===== src/rtl/ram_arb_pkg.sv =====
// Shared types and constants for the two-port RAM arbiter.
// Holds the default geometry, the requester identifiers and the read tag
// that travels alongside each RAM read until its data emerges.
package ram_arb_pkg;

    localparam int AW_DEF = 4;
    localparam int DW_DEF = 8;

    localparam logic REQ0 = 1'b0;
    localparam logic REQ1 = 1'b1;

    // One in-flight read: vld marks a real read, id names who issued it.
    typedef struct packed {
        logic vld;
        logic id;
    } tag_t;

endpackage


===== src/rtl/ram_port_arbiter_rd_tag_pipe.sv =====
// Read tag delay line for the RAM arbiter.
// Delays each issued tag by exactly RD_LAT cycles, so the tag at the output
// lines up with the RAM data produced by the read that pushed it.
// The clear is asynchronous, so reads in flight are dropped by a reset.
module rd_tag_pipe
    import ram_arb_pkg::*;
#(
    parameter int RD_LAT = 1
) (
    input  logic clk,
    input  logic rstn,
    input  tag_t tag_in,
    output tag_t tag_out
);

    tag_t [RD_LAT-1:0] stage;

    // Shift tags one stage per cycle and discard them all on reset.
    always_ff @(posedge clk or negedge rstn) begin
        if (!rstn) begin
            stage <= '0;
        end else begin
            stage[0] <= tag_in;
            for (int i = 1; i < RD_LAT; i++) begin
                stage[i] <= stage[i-1];
            end
        end
    end

    assign tag_out = stage[RD_LAT-1];

endmodule


===== src/rtl/ram_port_arbiter.sv =====
// Round-robin arbiter sharing one single-port synchronous RAM between two
// requesters. One access is granted per cycle. Grant and RAM drive are
// combinational, and reads are tagged so that their data goes back to
// the issuer RD_LAT cycles later. All outputs are forced to zero while
// rstn is low, including the combinational grant path.
module ram_port_arbiter
    import ram_arb_pkg::*;
#(
    parameter int AW     = AW_DEF,
    parameter int DW     = DW_DEF,
    parameter int RD_LAT = 1
) (
    input  logic          clk,
    input  logic          rstn,

    input  logic          req0_valid,
    output logic          req0_ready,
    input  logic          req0_we,
    input  logic [AW-1:0] req0_addr,
    input  logic [DW-1:0] req0_wdata,
    output logic          rsp0_valid,
    output logic [DW-1:0] rsp0_rdata,

    input  logic          req1_valid,
    output logic          req1_ready,
    input  logic          req1_we,
    input  logic [AW-1:0] req1_addr,
    input  logic [DW-1:0] req1_wdata,
    output logic          rsp1_valid,
    output logic [DW-1:0] rsp1_rdata,

    output logic          mem_we,
    output logic [AW-1:0] mem_addr,
    output logic [DW-1:0] mem_din,
    input  logic [DW-1:0] mem_dout
);

    // Requester that wins when both are valid in the same cycle.
    logic          ptr;
    logic          gnt0;
    logic          gnt1;
    tag_t          tag_in;
    tag_t          tag_out;
    logic          hit0;
    logic          hit1;
    logic [DW-1:0] hold0;
    logic [DW-1:0] hold1;

    // Pick a winner: a lone requester always wins, a tie goes to ptr.
    always_comb begin
        gnt0 = 1'b0;
        gnt1 = 1'b0;
        if (rstn) begin
            if (req0_valid && req1_valid) begin
                gnt0 = (ptr == REQ0);
                gnt1 = (ptr == REQ1);
            end else begin
                gnt0 = req0_valid;
                gnt1 = req1_valid;
            end
        end
    end

    assign req0_ready = gnt0;
    assign req1_ready = gnt1;

    // Route the granted request onto the RAM port, idle port is all zero.
    always_comb begin
        mem_we   = 1'b0;
        mem_addr = '0;
        mem_din  = '0;
        if (gnt0) begin
            mem_we   = req0_we;
            mem_addr = req0_addr;
            mem_din  = req0_wdata;
        end else if (gnt1) begin
            mem_we   = req1_we;
            mem_addr = req1_addr;
            mem_din  = req1_wdata;
        end
    end

    // Hand priority to the other requester after every grant, hold when idle.
    always_ff @(posedge clk or negedge rstn) begin
        if (!rstn) begin
            ptr <= REQ0;
        end else if (gnt0) begin
            ptr <= REQ1;
        end else if (gnt1) begin
            ptr <= REQ0;
        end
    end

    // Tag each granted read with its issuer; writes push an empty tag.
    always_comb begin
        tag_in.vld = (gnt0 && !req0_we) || (gnt1 && !req1_we);
        tag_in.id  = gnt1 ? REQ1 : REQ0;
    end

    rd_tag_pipe #(
        .RD_LAT (RD_LAT)
    ) u_rd_tag_pipe (
        .clk     (clk),
        .rstn    (rstn),
        .tag_in  (tag_in),
        .tag_out (tag_out)
    );

    assign hit0 = tag_out.vld && (tag_out.id == REQ0);
    assign hit1 = tag_out.vld && (tag_out.id == REQ1);

    // Remember the last delivered word per requester so rdata holds between pulses.
    always_ff @(posedge clk or negedge rstn) begin
        if (!rstn) begin
            hold0 <= '0;
            hold1 <= '0;
        end else begin
            if (hit0) begin
                hold0 <= mem_dout;
            end
            if (hit1) begin
                hold1 <= mem_dout;
            end
        end
    end

    assign rsp0_valid = hit0;
    assign rsp1_valid = hit1;
    assign rsp0_rdata = hit0 ? mem_dout : hold0;
    assign rsp1_rdata = hit1 ? mem_dout : hold1;

endmodule

===== config.mk =====
export PLATFORM = sky130hd
export DESIGN_NAME = ram_port_arbiter
export DESIGN_NICKNAME = d
export VERILOG_FILES = /design/src/rtl/ram_arb_pkg.sv /design/src/rtl/ram_port_arbiter_rd_tag_pipe.sv /design/src/rtl/ram_port_arbiter.sv
export SDC_FILE = /design/constraint.sdc
export NUM_CORES = 1
export LEC_CHECK = 0
export BUFFER_PORTS_ARGS = -buffer_cell sky130_fd_sc_hd__buf_2
export CORE_ASPECT_RATIO = 1.25
export CORE_UTILIZATION = 39
export CTS_BUF_LIST = sky130_fd_sc_hd__clkbuf_4 sky130_fd_sc_hd__clkbuf_8 sky130_fd_sc_hd__clkbuf_16
export CTS_CLUSTER_SIZE = 20
export DETAILED_ROUTE_END_ITERATION = 7
export PLACE_DENSITY = 0.82
export RECOVER_POWER = 50
export SLEW_MARGIN = 20
export SYNTH_ARGS = -nofsm -noshare
export SYNTH_HDL_FRONTEND = slang
export SYNTH_HIERARCHICAL = 1
export SYNTH_SLANG_ARGS = --single-unit
export TNS_END_PERCENT = 30

===== constraint.sdc =====
create_clock -name clk -period 1.85 [get_ports clk]
set_clock_uncertainty 0.2 [all_clocks]
set_input_delay 0.37 -clock clk [delete_from_list [all_inputs] [get_ports clk]]
set_output_delay 0.37 -clock clk [all_outputs]
set_load 0.03 [all_outputs]

==> PnR_summary.wiki <==
{| class="wikitable"
! Metric !! Value
|-
| Power share of the combinational group || 0.567
|-
| Critical Path Most Common Cell || buf_6
|-
| Total of buffers placed on input and output ports || 70
|-
| Final critical path time including I/O delays and setup || 2.05 ns
|-
| Ports || 71
|-
| CTS tree || yes
|-
| Number of DRC markers in iteration 0 || 16
|-
| Critical Path Fanout Max || 5
|-
| Maximum clock insertion buffer count || 2
|-
| Setup-violating endpoint count in the final report || 30
|-
| Final Hold Slack || 0.0957 ns
|-
| Violations in the final reports || negative setup slack
|-
| Cell chosen for the clock root || clkbuf_4
|-
| Final Hold Violating Endpoints || 0
|-
| Per-cell via count in the routed design || 5.06
|-
| Slowest-stage cell, CP || dfrtp_1
|-
| Post-placement cell area || 0.00137 mm²
|-
| RePlAce Congestion || 0.765
|-
| Synth-to-layout area growth || 81.6%
|-
| Post-layout worst setup margin || -0.203 ns
|-
| Core box area || ~0.0023 mm²
|-
| Number of sinks on the clock net || 19
|-
| Starting Density || 0.427
|-
| Critical R2R Launch || u_rd_tag_pipe/tag_out[0]$_DFF_PN0_
|-
| Number of hold-repair buffers added at the cts stage || 0
|-
| Sum of buffers and inverters on the critical path || 2
|-
| Data required time at the worst endpoint || 1.28 ns
|-
| Synth Area per Inst || 10.4 µm²
|-
| Length of the first detailed-routing pass in iterations || 3
|-
| Initial antenna violation count || 0
|-
| Fraction of final layout cells sized beyond drive strength 1 || 0.646
|-
| Overall routing resource usage || 0.216
|-
| Final standard cell area without fillers || 0.00177 mm²
|-
| Power density over cell area || 1040 mW/mm²
|-
| Detailed-route via count || 1043
|-
| Level count of the clock H-tree || 1
|-
| Largest voltage drop on the vdd net || 0.612 mV
|-
| TritonCTS Buffers || 3
|-
| Critical Path Source || u_rd_tag_pipe/tag_out[0]$_DFF_PN0_
|-
| Crit-path max cell delay || 0.42 ns
|-
| Critical path startpoint category || flip-flop
|-
| Number of global-route vias before repair || 957
|-
| Share of power burned in registers || 0.314
|-
| Maximum number of pins on one net before global-route repair || 25
|-
| Half-perimeter wire length of the detailed placement result || 1870 µm
|-
| Width of the die || between 40 and 50 µm
|-
| Mapped Area || 973 µm²
|-
| Max capacitance violation total || 0
|-
| Post-CTS clock slew at the launch and capture registers of the worst setup and hold paths || 0.10 ns
|-
| GRT Residual Overflow || 0
|-
| Distinct cell type count of the synthesized netlist || 16
|-
| Capturing element type of the critical path || output port
|-
| Number of cell rows || 19
|-
| NumNets Final || 214
|-
| Slew HR || 0.297
|-
| Class of the tightest hold or removal check || in -> reg
|-
| First-pass GRT wire length || 4150 µm
|-
| Leading area contributor after synthesis || dfrtp_1
|-
| Ys Warns || 6
|-
| ANT cells || 0
|-
| Die boundary height || slightly below 60 µm
|-
| Core occupancy in the finished layout || 0.775
|-
| Setup repair after global routing missed its margin || yes
|-
| Critical Path, Cell by Cell || nor2b_4 > buf_6 > mux2_4 > buf_6
|-
| ANT nets after route || 0
|-
| Final cycle utilization of the critical path || 1.11
|-
| Clk network pwr share || 0.119
|-
| Largest cells by area after synthesis || dfrtp_1 (49%), mux2_2 (19%), nand2_1 (11%)
|-
| Area of the die || about 0.0027 mm²
|-
| Share of synthesized area occupied by flip-flops and latches || 0.488
|-
| Run status || complete, but fails checks
|-
| Internal power of the cells || 1.14 mW
|-
| Worst-Margin Slew || between 1 and 1.5 ns
|-
| Post-synthesis instance total || 94
|-
| FF+latch count, synth || 19
|-
| Category of the critical setup timing path || reg -> out
|-
| Max Clk Rate || just under 500 MHz
|-
| Avg WL per Cell || 14.0 µm
|-
| Leakage || 0.916 nW
|-
| Clock Latency Late Sink || 0.30 ns
|-
| Net load switching power || between 0.7 and 0.8 mW
|-
| Share of the synthesized area in the top cell type || 0.488
|-
| Most common cell after layout, fill and taps aside || buf_2
|-
| Worst path arrival time || between 1 and 1.5 ns
|-
| Switching Share || 0.383
|-
| Launch instance of the worst min-delay path || req0_we
|-
| Final Max Slew Viols || 0
|-
| Number of nets in the synthesized netlist || 132
|-
| Most frequent cells in the layout || buf_2 (39), buf_6 (27), nand2_1 (26), dfrtp_1 (19), mux2_4 (16)
|-
| DRC Markers || 0
|-
| Top cell family by delay on the critical path || flip-flops
|-
| Final wirelength || 2890 µm
|}
## flip-flops by register name (all words and copies together) (netlist names)
signal,flops
u_rd_tag_pipe/tag_out,2
ptr,1
hold1,8
hold0,8
## per-layer routing
metal / share of wire / track usage / vias up
met5: 0 / 0 / -
met4: 0.015 / 0.0735 / 0
met3: 0.078 / 0.0343 / 5
met2: 0.54 / 0.405 / 64
met1: 0.37 / 0.230 / 487
li1: - / - / 487
## synth_stat cells, drive strengths merged
master / count
nand2: 29
nor2b: 1
o22ai: 13
a21oi: 1
o21ai: 1
o32ai: 1
buf: 6
mux2: 16
a31oi: 1
nor2: 2
nand2b: 1
dfrtp: 19
inv: 3
## layout make-up
cell class | count | area [µm²]
Clock buffer | 4 | 30.0
Tap cell | 31 | 38.8
Multi-Input combinational cell | 66 | 568
Sequential cell | 19 | 475
Inverter | 3 | 11.3
Timing Repair Buffer | 83 | 644
Fill cell | 142 | 514
## cells by family after synthesis
logic type,share of synthesized area
buf+inv,0.0630
flops,0.488
compound gates,0.121
simple gates,0.143
mux,0.185
## metrics by stage
stage | total power, mW | TNS, ns | cells | setup WS [ns]
4_1_cts | 1.80 | -5.12 | 206 | -0.241
3_3_place_gp | 1.27 | 0 | 195 | 0.0568
2_1_floorplan | 1.08 | 0 | 94 | 0.0295
6_report | 1.84 | -3.95 | 206 | -0.203
5_1_grt | 1.93 | -5.82 | 206 | -0.247
3_5_place_dp | 1.29 | 0 | 195 | 0.0280
## power by group through the flow
| stage | registers (mW) | clock network [mW] | logic (mW) |
|---|---|---|---|
| 6_report | 0.579 | 0.219 | 1.04 |
| 5_1_grt | 0.588 | 0.246 | 1.09 |
| 4_1_cts | 0.573 | 0.225 | 1.00 |
| 3_5_place_dp | 0.576 | 0 | 0.716 |
| 3_3_place_gp | 0.568 | 0 | 0.697 |
| 2_1_floorplan | 0.562 | 0 | 0.516 |
## worst paths after layout
check / end / slack [ns] / cells after the start
worst max-delay path: rsp0_rdata[5] / -0.20 / 4
worst min-delay path: u_rd_tag_pipe/tag_out[1]$_DFF_PN0_ / 0.1 / 2
worst max register to register: hold0[0]$_DFF_PN0_ / 0.39 / 4
worst min register to register: hold1[3]$_DFF_PN0_ / 0.31 / 1
max in group asynchronous: hold0[6]$_DFF_PN0_ / 0.42 / 3
min in group asynchronous: hold1[7]$_DFF_PN0_ / 0.41 / 3
## repair_timing
action / 4_1_cts / 5_1_grt
cloned: 1 / 0
pin swaps: 12 / 2
setup buffers: 6 / 2
setup endpoints to repair: 31 / 32
resized for setup: 67 / 23
(Power assumes the default switching activity.)
